===== config.mk =====
export PLATFORM = sky130hd
export DESIGN_NAME = l1_vc_mem_arbiter
export DESIGN_NICKNAME = d
export VERILOG_FILES = /design/src/rtl/l1_vc_mem_arbiter.sv
export SDC_FILE = /design/constraint.sdc
export NUM_CORES = 1
export LEC_CHECK = 0
export CORE_AREA = 2 2 346 348
export DETAILED_ROUTE_END_ITERATION = 6
export DIE_AREA = 0 0 348 350
export GPL_TIMING_DRIVEN = 0
export PLACE_DENSITY = 0.52
export SETUP_SLACK_MARGIN = 0.05
export SYNTH_ARGS = -nofsm -noshare
export SYNTH_HDL_FRONTEND = slang
export SYNTH_SLANG_ARGS = --single-unit
export TNS_END_PERCENT = 30

===== constraint.sdc =====
create_clock -name clk -period 3.3 [get_ports clk]
set_input_delay 0.99 -clock clk [delete_from_list [all_inputs] [get_ports clk]]
set_output_delay 0.99 -clock clk [all_outputs]
set_load 0.005 [all_outputs]

===== src/rtl/l1_vc_mem_arbiter.sv =====
// -----------------------------------------------------------------------------
// l1_vc_mem_arbiter
// Shares one line-wide memory port between the L1 refill path and the victim
// cache writeback path. Each side owns a one-entry pending slot; a four-state
// FSM serves one slot at a time and returns the memory response to its owner.
//
// Ports
//   clk, rst_n            clock, asynchronous active-low reset
//   l1_req_*              L1 request pulse (rw, addr, wdata) into the L1 slot
//   l1_resp_valid/rdata   L1 completion pulse and held read data
//   l1_busy               L1 slot occupied
//   vc_req_*              VC request pulse into the VC slot
//   vc_resp_valid/rdata   VC completion pulse and held read data
//   vc_busy               VC slot occupied
//   mem_req_*             request to memory (valid is a one-cycle pulse)
//   mem_resp_valid/rdata  memory completion for reads and writes
//   err_flags             sticky: bit0 request dropped, bit1 response timeout
//
// FSM states
//   state   | meaning
//   S_IDLE  | no transaction; pick a pending slot and record its owner
//   S_ISSUE | mem_req_valid pulse for the owner's request
//   S_WAIT  | waiting for mem_resp_valid, watchdog counting
//   S_DONE  | owner's resp_valid pulse, then back to idle
// -----------------------------------------------------------------------------
module l1_vc_mem_arbiter #(
    parameter int ADDR_WIDTH     = 32,
    parameter int LINE_BYTES     = 16,
    parameter int READ_PRIORITY  = 1,
    parameter int TIMEOUT_CYCLES = 1024
) (
    input  logic                    clk,
    input  logic                    rst_n,
    input  logic                    l1_req_valid,
    input  logic                    l1_req_rw,
    input  logic [ADDR_WIDTH-1:0]   l1_req_addr,
    input  logic [LINE_BYTES*8-1:0] l1_req_wdata,
    output logic                    l1_resp_valid,
    output logic [LINE_BYTES*8-1:0] l1_resp_rdata,
    output logic                    l1_busy,
    input  logic                    vc_req_valid,
    input  logic                    vc_req_rw,
    input  logic [ADDR_WIDTH-1:0]   vc_req_addr,
    input  logic [LINE_BYTES*8-1:0] vc_req_wdata,
    output logic                    vc_resp_valid,
    output logic [LINE_BYTES*8-1:0] vc_resp_rdata,
    output logic                    vc_busy,
    output logic                    mem_req_valid,
    output logic                    mem_req_rw,
    output logic [ADDR_WIDTH-1:0]   mem_req_addr,
    output logic [LINE_BYTES*8-1:0] mem_req_wdata,
    input  logic                    mem_resp_valid,
    input  logic [LINE_BYTES*8-1:0] mem_resp_rdata,
    output logic [1:0]              err_flags
);

    localparam int OFFSET_BITS = $clog2(LINE_BYTES);
    localparam int DATA_W      = LINE_BYTES * 8;
    // The counter only has to reach TIMEOUT_CYCLES-1.
    localparam int WD_W        = (TIMEOUT_CYCLES > 2) ? $clog2(TIMEOUT_CYCLES) : 1;
    localparam logic [WD_W-1:0] WD_LAST = WD_W'(TIMEOUT_CYCLES - 1);
    localparam logic [ADDR_WIDTH-1:0] LINE_MASK =
        ~((ADDR_WIDTH'(1) << OFFSET_BITS) - ADDR_WIDTH'(1));

    typedef enum logic [1:0] {
        S_IDLE  = 2'd0,
        S_ISSUE = 2'd1,
        S_WAIT  = 2'd2,
        S_DONE  = 2'd3
    } state_t;

    state_t r_state;
    state_t w_next;

    logic                  r_l1_busy;
    logic                  r_l1_rw;
    logic [ADDR_WIDTH-1:0] r_l1_addr;
    logic [DATA_W-1:0]     r_l1_wdata;
    logic                  r_vc_busy;
    logic                  r_vc_rw;
    logic [ADDR_WIDTH-1:0] r_vc_addr;
    logic [DATA_W-1:0]     r_vc_wdata;

    logic                  r_owner_vc;
    logic                  r_rr_vc_next;
    logic                  r_mem_rw;
    logic [ADDR_WIDTH-1:0] r_mem_addr;
    logic [DATA_W-1:0]     r_mem_wdata;
    logic [DATA_W-1:0]     r_l1_rdata;
    logic [DATA_W-1:0]     r_vc_rdata;
    logic [WD_W-1:0]       r_wd_cnt;
    logic [1:0]            r_err;

    logic w_any_pend;
    logic w_line_hit;
    logic w_conflict;
    logic w_grant_vc;
    logic w_timeout;
    logic w_finish;

    assign w_any_pend = r_l1_busy | r_vc_busy;
    assign w_line_hit = ((r_l1_addr ^ r_vc_addr) & LINE_MASK) == '0;
    // A refill must not overtake a writeback to the same line.
    assign w_conflict = !r_l1_rw && r_vc_rw && w_line_hit;
    // A response in the final wait cycle still wins over the timeout.
    assign w_timeout  = (TIMEOUT_CYCLES != 0) && (r_wd_cnt == WD_LAST) && !mem_resp_valid;
    assign w_finish   = (r_state == S_WAIT) && (mem_resp_valid || w_timeout);

    always_comb begin
        w_grant_vc = 1'b0;
        if (r_l1_busy && r_vc_busy) begin
            if (w_conflict)
                w_grant_vc = 1'b1;
            else if (READ_PRIORITY != 0)
                w_grant_vc = 1'b0;
            else
                w_grant_vc = r_rr_vc_next;
        end else begin
            w_grant_vc = r_vc_busy;
        end
    end

    // ---------------- FSM: state register ----------------
    always_ff @(posedge clk or negedge rst_n) begin
        if (!rst_n)
            r_state <= S_IDLE;
        else
            r_state <= w_next;
    end

    // ---------------- FSM: next state ----------------
    always_comb begin
        w_next = r_state;
        case (r_state)
            S_IDLE:  if (w_any_pend) w_next = S_ISSUE;
            S_ISSUE: w_next = S_WAIT;
            S_WAIT:  if (mem_resp_valid || w_timeout) w_next = S_DONE;
            S_DONE:  w_next = S_IDLE;
            default: w_next = S_IDLE;
        endcase
    end

    // ---------------- FSM: outputs ----------------
    always_comb begin
        mem_req_valid = 1'b0;
        l1_resp_valid = 1'b0;
        vc_resp_valid = 1'b0;
        case (r_state)
            S_ISSUE: mem_req_valid = 1'b1;
            S_DONE: begin
                l1_resp_valid = !r_owner_vc;
                vc_resp_valid = r_owner_vc;
            end
            default: ;
        endcase
    end

    // ---------------- Pending slots ----------------
    // Busy drops on the edge into S_DONE so the owner can re-request while
    // its resp_valid is high.
    always_ff @(posedge clk or negedge rst_n) begin
        if (!rst_n) begin
            r_l1_busy  <= 1'b0;
            r_l1_rw    <= 1'b0;
            r_l1_addr  <= '0;
            r_l1_wdata <= '0;
        end else if (l1_req_valid && !r_l1_busy) begin
            r_l1_busy  <= 1'b1;
            r_l1_rw    <= l1_req_rw;
            r_l1_addr  <= l1_req_addr;
            r_l1_wdata <= l1_req_wdata;
        end else if (w_finish && !r_owner_vc) begin
            r_l1_busy  <= 1'b0;
        end
    end

    always_ff @(posedge clk or negedge rst_n) begin
        if (!rst_n) begin
            r_vc_busy  <= 1'b0;
            r_vc_rw    <= 1'b0;
            r_vc_addr  <= '0;
            r_vc_wdata <= '0;
        end else if (vc_req_valid && !r_vc_busy) begin
            r_vc_busy  <= 1'b1;
            r_vc_rw    <= vc_req_rw;
            r_vc_addr  <= vc_req_addr;
            r_vc_wdata <= vc_req_wdata;
        end else if (w_finish && r_owner_vc) begin
            r_vc_busy  <= 1'b0;
        end
    end

    // ---------------- Transaction datapath ----------------
    always_ff @(posedge clk or negedge rst_n) begin
        if (!rst_n) begin
            r_owner_vc   <= 1'b0;
            r_rr_vc_next <= 1'b0;
            r_mem_rw     <= 1'b0;
            r_mem_addr   <= '0;
            r_mem_wdata  <= '0;
            r_l1_rdata   <= '0;
            r_vc_rdata   <= '0;
            r_wd_cnt     <= '0;
            r_err        <= 2'b00;
        end else begin
            case (r_state)
                S_IDLE: begin
                    if (w_any_pend) begin
                        r_owner_vc  <= w_grant_vc;
                        r_mem_rw    <= w_grant_vc ? r_vc_rw : r_l1_rw;
                        r_mem_addr  <= (w_grant_vc ? r_vc_addr : r_l1_addr) & LINE_MASK;
                        r_mem_wdata <= w_grant_vc ? r_vc_wdata : r_l1_wdata;
                    end
                end
                S_ISSUE: r_wd_cnt <= '0;
                S_WAIT: begin
                    if (mem_resp_valid) begin
                        if (r_owner_vc) r_vc_rdata <= mem_resp_rdata;
                        else            r_l1_rdata <= mem_resp_rdata;
                    end else if (w_timeout) begin
                        r_err[1] <= 1'b1;
                        if (r_owner_vc) r_vc_rdata <= '0;
                        else            r_l1_rdata <= '0;
                    end else if (TIMEOUT_CYCLES != 0) begin
                        r_wd_cnt <= r_wd_cnt + 1'b1;
                    end
                end
                S_DONE: r_rr_vc_next <= !r_owner_vc;
                default: ;
            endcase
            if ((l1_req_valid && r_l1_busy) || (vc_req_valid && r_vc_busy))
                r_err[0] <= 1'b1;
        end
    end

    assign l1_busy       = r_l1_busy;
    assign vc_busy       = r_vc_busy;
    assign l1_resp_rdata = r_l1_rdata;
    assign vc_resp_rdata = r_vc_rdata;
    assign mem_req_rw    = r_mem_rw;
    assign mem_req_addr  = r_mem_addr;
    assign mem_req_wdata = r_mem_wdata;
    assign err_flags     = r_err;

endmodule

; ---- Word level (Yosys, flattened, before mapping)
; Cells that the tools add are included.
[classes]
mux = 26
reduce_logical = 30
addsub = 1
n_mul = 0
shifts = 0
order_cmp = 0
n_eq_ne = 8
bitwise_logic = 4
div_mod_pow = 0
[ops]
columns = op, count
row1 = 2-to-1 mux 128 bit, 9
row2 = zero test 32 bit, 1
row3 = 2-to-1 mux 32 bit, 1
row4 = XOR 32 bit, 1
row5 = 2-to-1 mux 10 bit, 2
row6 = case mux 10 bit (2 select lines), 1
row7 = AND reduction 3 bit, 4
row8 = logical AND 1 bit, 11
row9 = adder 10 x 1 -> 10 bit (second input constant), 1
row10 = == test 10 bit (second input constant), 1
row11 = 2-to-1 mux 1 bit, 10
row12 = case mux 2 bit (4 select lines), 1
row13 = nonzero test 2 bit, 4
row14 = != test 2 bit (second input constant), 3
row15 = zero test 1 bit, 5
row16 = == test 2 bit (second input constant), 2
row17 = 2-to-1 mux 2 bit, 2
row18 = AND reduction 2 bit, 2
row19 = == test 2 x 1 -> 1 bit (second input constant), 1
row20 = zero test 2 bit, 1
row21 = logical OR 1 bit, 2
row22 = != test 2 x 1 -> 1 bit (second input constant), 1
row23 = inverter 1 bit, 2
row24 = bitwise OR 1 bit, 1
[totals]
out_inout_bits = 424
latch_bits = 0
ff_bits = 752
in_bits = 455
romBits = 0
ram_bits = 0
n_memories = 0

; ---- Logic depth before layout (Yosys ltp)
; Gate-level depths: netlist of the first run.
[logic_depth]
depth_word = 7
mapped_depth = 10
depth_no_buf = 7

; ---- Least setup slack after synthesis of the first run
; OpenSTA, ideal clock, no wires.
[synth_timing]
path_kind = input port to flip-flop
from = input vc_req_valid
to = register r_vc_addr[10]
n_path_buf = 3
cell_stages = 5
required_ns = 3.175
arrival_ns = 2.214
path_slack_ns = 0.961
setup_time_ns = 0.125
cell_sequence = nor2b_1 > clkbuf_1 > clkbuf_1 > clkbuf_1 > mux2_2
[synth_between]
elab_chain_len = 1
[synth_rtl]
columns = item, line_no
row1 = "start, declared", 41  ; input logic vc_req_valid,
row2 = logical AND 1 bit, 183  ; end else if (vc_req_valid && !r_vc_busy) begin
row3 = "end signal, assigned", 186  ; r_vc_addr <= vc_req_addr;
row4 = "end, declared", 81  ; logic [ADDR_WIDTH-1:0] r_vc_addr;
; Every way passes these cells.
; A chain may end at the register's enable or synchronous reset.

; ---- Worst setup path after layout of the first run
[layout_timing]
from = input l1_req_valid
to = register r_l1_addr[24]
[layout_between]
elab_chain_len = 1
[layout_rtl]
columns = item, line_no
row1 = "start, declared", 34  ; input logic l1_req_valid,
row2 = logical AND 1 bit, 167  ; end else if (l1_req_valid && !r_l1_busy) begin
row3 = "end signal, assigned", 170  ; r_l1_addr <= l1_req_addr;
row4 = "end, declared", 77  ; logic [ADDR_WIDTH-1:0] r_l1_addr;
; Every way passes these cells.

==> summary.txt, run 1 <==
Status
  – Status: finished clean

Critical path
  – Startpoint Class: input pin
  – Critical path fanouts, max: 10
  – Crit end category: flip-flop
  – Kind of critical path: input pin to flip-flop
  – WP data required: about 3.8 ns
  – WP data arrival: approximately 3.8 ns

Synthesis
  – Avg Inst Size Synth: ~13 µm²
  – Synth Instances: between 2,000 and 2,500
  – FF+latch count, synth: 744
  – Seq/Total Area, Yosys: 59.4%
  – Largest area contributor in the netlist: dfrtp_1
  – Post-synth design cell area: 0.0313 mm²
  – Number of synthesized flops with an enable pin: 0
  – Largest cells by area after synthesis: dfrtp_1, mux2_2, a22o_1, o2111ai_1, nand4_1
  – Async SR Flop Fraction: 100%
  – Synth warnings: 0
  – Share of the synthesized area in the top cell type: ~59%
  – Synth unique cells: 38
  – Most used DFF post-synth: dfrtp_1

Place
  – Placer congestion estimate: approximately 0.84
  – Buffers added on ports: about 870
  – Hpwl dp: between 100,000 and 150,000 µm
  – Placed insts: between 4,000 and 5,000

CTS
  – Total CTS buffers: 90
  – Htree depth: 3
  – CTS tree: done
  – Setup repair bufs after CTS: 0
  – Post-CTS sizing: 4
  – CTS sink cnt: about 740
  – Hold_buf cts: 0
  – Root buf cell: clkbuf_16
  – Max clock buf depth: 3
  – Later-pin clock latency in the skew report: 0.66 ns
  – Clock transition at path regs: approximately 0.06 ns

Routing
  – DRC marker count from the first detailed-route iteration: a little over 2,000
  – DRC: 0
  – DR WL/cell: 27.3 µm
  – Remaining antenna violation count after routing: 0
  – First-pass DRT Iterations: 5
  – Via/cell ratio: 5.19
  – Vias: around 26,000
  – DRT Wirelength: around 140,000 µm

Cells and area
  – Register area: roughly 0.019 mm²
  – Non-filler cells, final: ~5,100
  – Layout cells sized above 1: about 17%
  – Most common cell after layout, fill and taps aside: clkdlybuf4s50_1
  – Fill count: approximately 11,000
  – Synth-to-Final Area Change: 44.8%
  – # nets final: slightly below 4,000
  – Most frequent cells in the layout: clkdlybuf4s50_1, dfrtp_1, mux2_2
  – Multi-input gate area: ~0.012 mm²

STA
  – RSZ-0062 raised after global routing: true
  – Final setup violation count: 0
  – FMAX: a little over 300 MHz
  – Crit share post-route: 99.4%
  – Slew Limit Fails: 0
  – Min Hold Slack: 0.297 ns
  – Max transition margin: between 10% and 20%
  – Tmin final: approximately 3.3 ns
  – Worst-margin pin slew: 1.22 ns
  – Skew final: around 0.025 ns
  – Final Hold Fails: 0

Pwr
  – PwrDens: ~990 mW/mm²
  – Peak VDD IR: between 0.4 and 0.5 mV
  – Leak Pwr: 19.4 nW

Global routing
  – Antenna violations before repair: 38
  – First-pass GRT wire length: between 150,000 and 200,000 µm
  – Overall Global Routing Usage: between 20% and 30%
  – Vias in the first global route: between 20,000 and 30,000
  – Largest net degree at the start of global routing: between 100 and 150
  – GRT Residual Overflow: 0

Floorplan
  – Row Count: ~130
  – # IOs: a little under 900
  – Initial Utilization: between 20% and 30%
  – Core ar.: approximately 0.12 mm²
  – Die Ht: approximately 350 µm
  – Die X: between 300 and 400 µm
  – Die ar.: between 0.1 and 0.15 mm²

Min path
  – Hold Crit Class: input pin to asynchronous set/reset pin

Job
  – Max-Cap Viols: 0
-- synth_stat cells (2+ instances only) --
library cell  count
xnor2_1          28
a21o_1            3
mux2_2          315
o21ai_0           8
or4_4             2
nand4_1         167
a31oi_1           2
buf_2            94
nor4_2            2
buf_4             7
dfrtp_1         744
nand3_1         161
mux2i_1           5
nand2b_1          2
a22o_1          256
nor2_1            2
nor2b_1           7
and4_1            2
and3_1          159
buf_6             5
inv_1             2
a21oi_1         160
ha_1              5
o2111ai_1       156
buf_1             8
and2_1            4
nand2_1          15
clkbuf_1        156
-- flip-flops by register name, indices dropped and copies added (netlist names) --
signal	count
err_flags	2
l1_busy	1
l1_resp_rdata	128
mem_req_addr	28
mem_req_rw	1
mem_req_wdata	128
r_l1_addr	28
r_l1_rw	1
r_l1_wdata	128
r_owner_vc	1
r_state	2
r_vc_addr	28
r_vc_rw	1
r_vc_wdata	128
r_wd_cnt	10
vc_busy	1
vc_resp_rdata	128
-- metrics by stage --
stage | setup slack (ns) | total power [mW] | cell area, µm² | TNS (ns) | util [%]
2_1_floorplan | 0.961 | 23.9 | 31400 | 0 | -
3_3_place_gp | -35.06 | 34.2 | 41900 | - | 35.6
3_5_place_dp | -0.970 | 34.3 | 42100 | -171.38 | 35.8
4_1_cts | 0.0374 | 45.4 | 45400 | 0 | 38.5
5_1_grt | 0.0143 | 47.4 | 45400 | 0 | 38.5
6_report | 0.0190 | 44.9 | 45400 | 0 | 38.5
-- worst paths after layout --
check / slack, ns / startpoint / cells after the start / endpoint
setup / recovery: 0.02 / l1_req_valid / 6 / r_l1_addr[24]$_DFFE_PN0P_
max in group asynchronous: 1.03 / rst_n / 4 / r_l1_addr[8]$_DFFE_PN0P_
hold / removal: 0.30 / rst_n / 1 / l1_resp_rdata[66]$_DFFE_PN0P_
hold reg to reg: 0.48 / mem_req_wdata[29]$_DFFE_PN0P_ / 2 / mem_req_wdata[29]$_DFFE_PN0P_
min in group clk: 0.48 / mem_req_wdata[29]$_DFFE_PN0P_ / 2 / mem_req_wdata[29]$_DFFE_PN0P_
setup reg to reg: 0.14 / l1_busy$_DFFE_PN0P_ / 6 / r_l1_addr[24]$_DFFE_PN0P_
-- routing by layer --
metal  part of all wire (%)  global-route usage, %  routed length, µm  up-vias
met2                     49                   36.4              67400     1025
met5                   0.18                      0                247        -
met1                     40                   27.5              56100    13524
met3                    7.6                   6.13              10500      210
li1                       -                      -                  -    11563
met4                    3.3                   8.34               4570       38
-- power by group --
group	internal (mW)	switching, mW	total (mW)	leakage [nW]
combinational	9.07	8.20	17.3	8.70
sequential	13.5	3.25	16.8	9.11
clock	6.62	4.20	10.8	1.56
total	29.2	15.7	44.9	19.4
-- cell type report --
type                       count  area share [%]
clock buffer                 134            5.86
clock inverter                30            1.21
multi-input combinational   1474            25.4
inverter                       2          0.0165
buffer                       270            2.66
timing repair buffer         873            19.5
sequential                   744            41.0
tap                         1536            4.23
antenna                       14          0.0772
-- cells by family after synthesis --
group,count (synthesis),share of synthesized area [%]
xor gates and xnor gates,28,0.782
other,1,0.0120
muxes,320,11.5
adders and majority gates,5,0.200
DFF,744,59.4
and+or+nand+nor,526,9.83
buffers and inverters,272,3.84
AOI/OAI and AO/OA,591,14.5
-- worst max-delay path, cell delays in order --
cell and delay (ns):
clkdlybuf4s50_1 0.53, nor2b_1 0.14, clkbuf_1 0.42, clkbuf_1 0.78
buf_2 0.55, mux2_2 0.39
No activity file was read; power rests on OpenSTA's default activity.
==> run 2: changes to the inputs <==
--- a/config.mk
+++ b/config.mk
@@ -6,6 +6,7 @@
 export NUM_CORES = 1
 export LEC_CHECK = 0
 export CORE_AREA = 2 2 346 348
+export CTS_CLUSTER_DIAMETER = 30
 export DETAILED_ROUTE_END_ITERATION = 6
 export DIE_AREA = 0 0 348 350
 export GPL_TIMING_DRIVEN = 0
==> run 2 against run 1 <==
Non-clock buffer count did not move. Sequential cell count did not move. Routed wire length rose by 1.3%. Critical path depth did not move. Clock skew rose by 0.024 ns. Combinational power barely moved. Sequential power barely moved. Worst hold slack got worse by 0.095 ns. Global-route usage rose by 0.39 points. Register-to-register slack barely moved. Setup slack improved by 0.087 ns. Largest cell class unchanged. Largest power group is now the clock network.
==> summary.txt, run 2 (synthesized netlist as in run 1, its figures left out) <==
Cells and area
  – Most common cell after layout, fill and taps aside: clkdlybuf4s50_1
  – Post-layout util: 42.1%
  – Layout cells sized above 1: a little over a fifth
  – # nets final: 4,026
  – Synth-to-Final Area Change: 58.1%
  – Most frequent cells in the layout: clkdlybuf4s50_1, dfrtp_1, mux2_2

CTS
  – Max clock buf depth: 3
  – CTS tree: done
  – Htree depth: 4
  – Clock transition at path regs: approximately 0.040 ns
  – CTS sink cnt: roughly 740
  – Hold_buf cts: 0
  – Root buf cell: clkbuf_16
  – Total CTS buffers: about 200
  – Setup repair bufs after CTS: 0
  – Later-pin clock latency in the skew report: ~0.77 ns
  – Post-CTS sizing: 4

STA
  – Total negative setup slack: 0 ns
  – Worst-margin pin slew: between 1 and 1.5 ns
  – Final setup violation count: 0
  – RSZ-0062 raised after global routing: true
  – Skew final: roughly 0.05 ns
  – Final Hold Fails: 0
  – Final WS setup: roughly 0.11 ns
  – Max transition margin: between 20% and 30%
  – Tmin final: 3.19 ns
  – Slew Limit Fails: 0
  – FMAX: 313 MHz
  – Crit share post-route: 96.8%

Critical path
  – Most frequent CP cell: clkbuf_1
  – Cells on worst reg2reg path: 6
  – WP data required: 3.90 ns
  – WP data arrival: 3.80 ns
  – CP delay by family, top: buffers and inverters
  – Number of buffers and inverters on the critical path: 4
  – Slowest stage delay, CP: 0.79 ns
  – Reg-to-Reg Start: l1_busy$_DFFE_PN0P_
  – Kind of critical path: input pin to flip-flop
  – Startpoint Class: input pin
  – Stages on worst setup path: 6
  – Worst path cell trace: clkdlybuf4s50_1 > nor2b_1 > clkbuf_1 > clkbuf_1 > buf_2 > mux2_2
  – Slowest CP cell: clkbuf_1
  – Critical path fanouts, max: 10
  – Crit end category: flip-flop
  – Critical path origin: l1_req_valid

Place
  – Hpwl dp: approximately 100,000 µm
  – Buffers added on ports: approximately 870
  – Placer congestion estimate: between 0.8 and 0.9
  – Dpl ws: -0.970 ns

Global routing
  – Largest net degree at the start of global routing: ~110
  – GRT Residual Overflow: 0
  – Overall Global Routing Usage: roughly 22%
  – Vias in the first global route: 27,743
  – Antenna violations before repair: 39
  – First-pass GRT wire length: 200,000 µm

Floorplan
  – Initial Utilization: a little over a quarter
  – Die X: around 350 µm
  – # IOs: a little under 900
  – Core ar.: around 0.12 mm²
  – Die Ht: 350 µm
  – Die ar.: between 0.1 and 0.15 mm²
  – Row Count: approximately 130

Min path
  – Hold Crit Class: input pin to asynchronous set/reset pin

Pwr
  – Leak Pwr: roughly 21 nW
  – Peak VDD IR: ~0.47 mV
  – PwrDens: ~1100 mW/mm²

Routing
  – DRC marker count from the first detailed-route iteration: between 2,000 and 2,500
  – DR WL/cell: ~27 µm
  – Via/cell ratio: 5.14
  – DRT Wirelength: ~140,000 µm
  – Vias: 27,162
  – DRC: 0
  – Remaining antenna violation count after routing: 0
  – First-pass DRT Iterations: 5

Job
  – Max-Cap Viols: 0

Status
  – Status: finished clean
run 2: cell types whose count changed in the layout (fill, tap and decap cells not counted), moves of 6 or more:
cell        before  now
bufinv_16       13   36
clkinv_16        0    6
clkinv_2         5   37
inv_6            1    7
clkinvlp_4       4   23
clkbuf_8        20   26
clkbuf_16       92  204
run 2: metrics by stage:
step	instances	area [µm²]	hold slack [ns]	power, mW
global route	5286	49600	0.186	57.8
finish	5289	49600	0.202	55.1
global placement	4892	41900	0.444	34.2
detailed placement	4899	42100	0.467	34.3
floorplan	2490	31400	0.451	23.9
CTS	5274	49500	0.153	55.6
run 2: power breakdown:
group / internal (mW) / switching (mW)
Sequential: 13.6 / 3.25
Clock: 14.7 / 6.26
Combinational: 9.08 / 8.22
run 2: area by class of cell:
| type | instances | area, µm² |
|---|---|---|
| diodes | 15 | 37.5 |
| plain buffers | 270 | 1210 |
| clock buffers | 258 | 5570 |
| clock inverters | 117 | 1790 |
| fillers | 11147 | 68200 |
| inverters | 2 | 7.51 |
| multi-input cells | 1474 | 11500 |
| flip-flops and latches | 744 | 18600 |
| well taps | 1536 | 1920 |
| repair buffers | 873 | 8870 |
run 2: final timing paths:
kind	slack (ns)	endpoint
max	0.11	r_l1_addr[26]$_DFFE_PN0P_
min	0.20	l1_resp_rdata[66]$_DFFE_PN0P_
max reg2reg	0.13	r_l1_addr[26]$_DFFE_PN0P_
min reg2reg	0.48	mem_req_wdata[29]$_DFFE_PN0P_
max in group asynchronous	1.12	r_l1_wdata[119]$_DFFE_PN0P_
min in group clk	0.48	mem_req_wdata[29]$_DFFE_PN0P_
run 2: metal layers:
metal / part of all wire (%) / track usage (%) / routed length (µm)
met1: 40 / 27.2 / 56300
met2: 48 / 36.6 / 67900
met3: 8.1 / 7.54 / 11400
met4: 3.4 / 9.05 / 4790
met5: 0.19 / 0 / 261
==> run 3: changes to the inputs <==
--- a/config.mk
+++ b/config.mk
@@ -12,6 +12,7 @@
 export GPL_TIMING_DRIVEN = 0
 export PLACE_DENSITY = 0.52
 export SETUP_SLACK_MARGIN = 0.05
+export SKIP_CTS_REPAIR_TIMING = 1
 export SYNTH_ARGS = -nofsm -noshare
 export SYNTH_HDL_FRONTEND = slang
 export SYNTH_SLANG_ARGS = --single-unit
==> run 3 against run 2 <==
Core utilization is essentially flat. Setup slack gained 0.11 ns. First-iteration DRC count shrank 2.1%. Combinational power is essentially flat. Global-route usage is essentially flat. Clock power is essentially flat. Critical path depth grew 1. Critical path type is now flip-flop to flip-flop.
==> summary.txt, run 3 (synthesized netlist as in run 1, its figures left out) <==
Critical path
  – Critical path fanouts, max: 10
  – Kind of critical path: flip-flop to flip-flop
  – Reg2reg setup slack: around 0.21 ns
  – Crit end category: flip-flop
  – R2r endpoint: mem_req_wdata[103]$_DFFE_PN0P_
  – Reg-to-Reg Start: r_vc_addr[4]$_DFFE_PN0P_
  – WP data arrival: roughly 3.8 ns
  – Setup crit end: mem_req_wdata[103]$_DFFE_PN0P_
  – Cells on worst reg2reg path: 7
  – Critical path origin: r_vc_addr[4]$_DFFE_PN0P_
  – Startpoint Class: flip-flop
  – WP data required: approximately 4 ns

STA
  – RSZ-0062 raised after global routing: true
  – Min Hold Slack: roughly 0.20 ns
  – Slew Limit Fails: 0
  – Tmin final: 3.09 ns
  – Skew final: 0.0500 ns
  – Final Hold Fails: 0
  – Final setup violation count: 0
  – Worst-margin pin slew: 1.15 ns
  – Total negative setup slack: 0 ns
  – Max transition margin: between 20% and 30%
  – FMAX: roughly 320 MHz
  – Crit share post-route: 93.5%

Pwr
  – Switching share of power: around 32%
  – Leak Pwr: ~21 nW
  – Combinational Power Share: 31.4%
  – PnR Total Power: ~55 mW
  – Switch Pwr: 17.7 mW
  – Internal: approximately 37 mW
  – PwrDens: 1110 mW/mm²
  – Clock power frac: 38.0%
  – Peak VDD IR: ~0.47 mV
  – Sequential cell fraction of total power: between 30% and 40%

Cells and area
  – Design Area, Final: 0.0496 mm²
  – Layout cells sized above 1: approximately a fifth
  – Post-layout util: 42.1%
  – Fill count: 11,146
  – Most frequent cells in the layout: clkdlybuf4s50_1, dfrtp_1, mux2_2
  – # nets final: approximately 4,000
  – Most common cell after layout, fill and taps aside: clkdlybuf4s50_1
  – Synth-to-Final Area Change: 58.1%

Place
  – Dpl cell area: about 0.042 mm²
  – Buffers added on ports: 866
  – Hpwl dp: 104,000 µm
  – Placer congestion estimate: roughly 0.84

Routing
  – First-pass DRT Iterations: 6
  – Vias: roughly 27,000
  – Via/cell ratio: 5.13
  – DR WL/cell: between 20 and 30 µm
  – DRC: 0
  – DRC marker count from the first detailed-route iteration: roughly 2,200
  – DRT Wirelength: 141,000 µm
  – Remaining antenna violation count after routing: 0

Floorplan
  – Initial Utilization: 26.6%
  – Die X: 348 µm
  – Row Count: around 130
  – # IOs: roughly 880
  – Core ar.: approximately 0.12 mm²
  – Die ar.: 0.122 mm²
  – Die Ht: approximately 350 µm

Global routing
  – Overall Global Routing Usage: around 22%
  – Largest net degree at the start of global routing: ~110
  – First-pass GRT wire length: ~200,000 µm
  – Vias in the first global route: approximately 28,000
  – GRT Residual Overflow: 0
  – Antenna violations before repair: 39

Job
  – Max-Cap Viols: 0

CTS
  – Root buf cell: clkbuf_16
  – Max clock buf depth: 3
  – Clock transition at path regs: 0.04 ns
  – Total CTS buffers: approximately 200
  – Later-pin clock latency in the skew report: roughly 0.77 ns
  – Htree depth: 4
  – CTS sink cnt: 744
  – CTS tree: done

Status
  – Status: finished clean

Min path
  – Hold Crit Class: input pin to asynchronous set/reset pin
==> run 3: cell count changes in the layout (fill, tap and decap cells not counted), sizes merged <==
cell    previous run  this run
buf              121       120
clkbuf           415       416
diode             15        14
==> run 3: worst min path at each step <==
stage,start,end
finish,rst_n,l1_resp_rdata[66]$_DFFE_PN0P_
detailed placement,err_flags[1]$_DFFE_PN0P_,err_flags[1]$_DFFE_PN0P_
CTS,rst_n,vc_resp_rdata[97]$_DFFE_PN0P_
floorplan,err_flags[1]$_DFFE_PN0P_,err_flags[1]$_DFFE_PN0P_
global placement,err_flags[1]$_DFFE_PN0P_,err_flags[1]$_DFFE_PN0P_
global route,rst_n,l1_resp_rdata[66]$_DFFE_PN0P_
==> run 3: through the flow <==
stage	setup WS [ns]	instances
2_1_floorplan	0.961	2490
3_3_place_gp	-35.06	4892
3_5_place_dp	-0.970	4899
4_1_cts	-0.235	5274
5_1_grt	-0.00620	5286
6_report	0.213	5288
==> run 3: final cells by class <==
cell class	count	area, µm²	share of cell area [%]
Sequential cell	744	18600	37.6
Buffer	270	1210	2.45
Clock inverter	117	1790	3.62
Tap cell	1536	1920	3.88
Inverter	2	7.51	0.0151
Clock buffer	258	5570	11.2
Multi-Input combinational cell	1474	11500	23.3
Timing Repair Buffer	873	8870	17.9
Antenna cell	14	35.0	0.0707
==> run 3: power by group through the flow <==
stage	Clock (mW)	Combinational, mW	Sequential (mW)
floorplan	0	7.89	16.0
global placement	0	17.2	17.0
detailed placement	0	17.4	16.9
CTS	21.3	17.5	16.8
global route	21.8	18.7	17.4
finish	20.9	17.3	16.8
==> run 3: critical path, stage by stage, from the launching register on <==
cell and delay [ns]:
dfrtp_1 0.41, xnor2_1 0.32, nand4_1 0.25, nor4_2 0.73, clkbuf_2 0.67, buf_2 0.38, nand4_1 0.13, nand3_1 0.11
==> run 3: routing by layer <==
layer | wire [µm] | vias up | GRT usage (%)
met1 | 56100 | 13844 | 27.2
met5 | 268 | - | 0
met2 | 68100 | 1112 | 36.5
li1 | - | 11878 | -
met4 | 4730 | 44 | 9.14
met3 | 11500 | 273 | 7.54
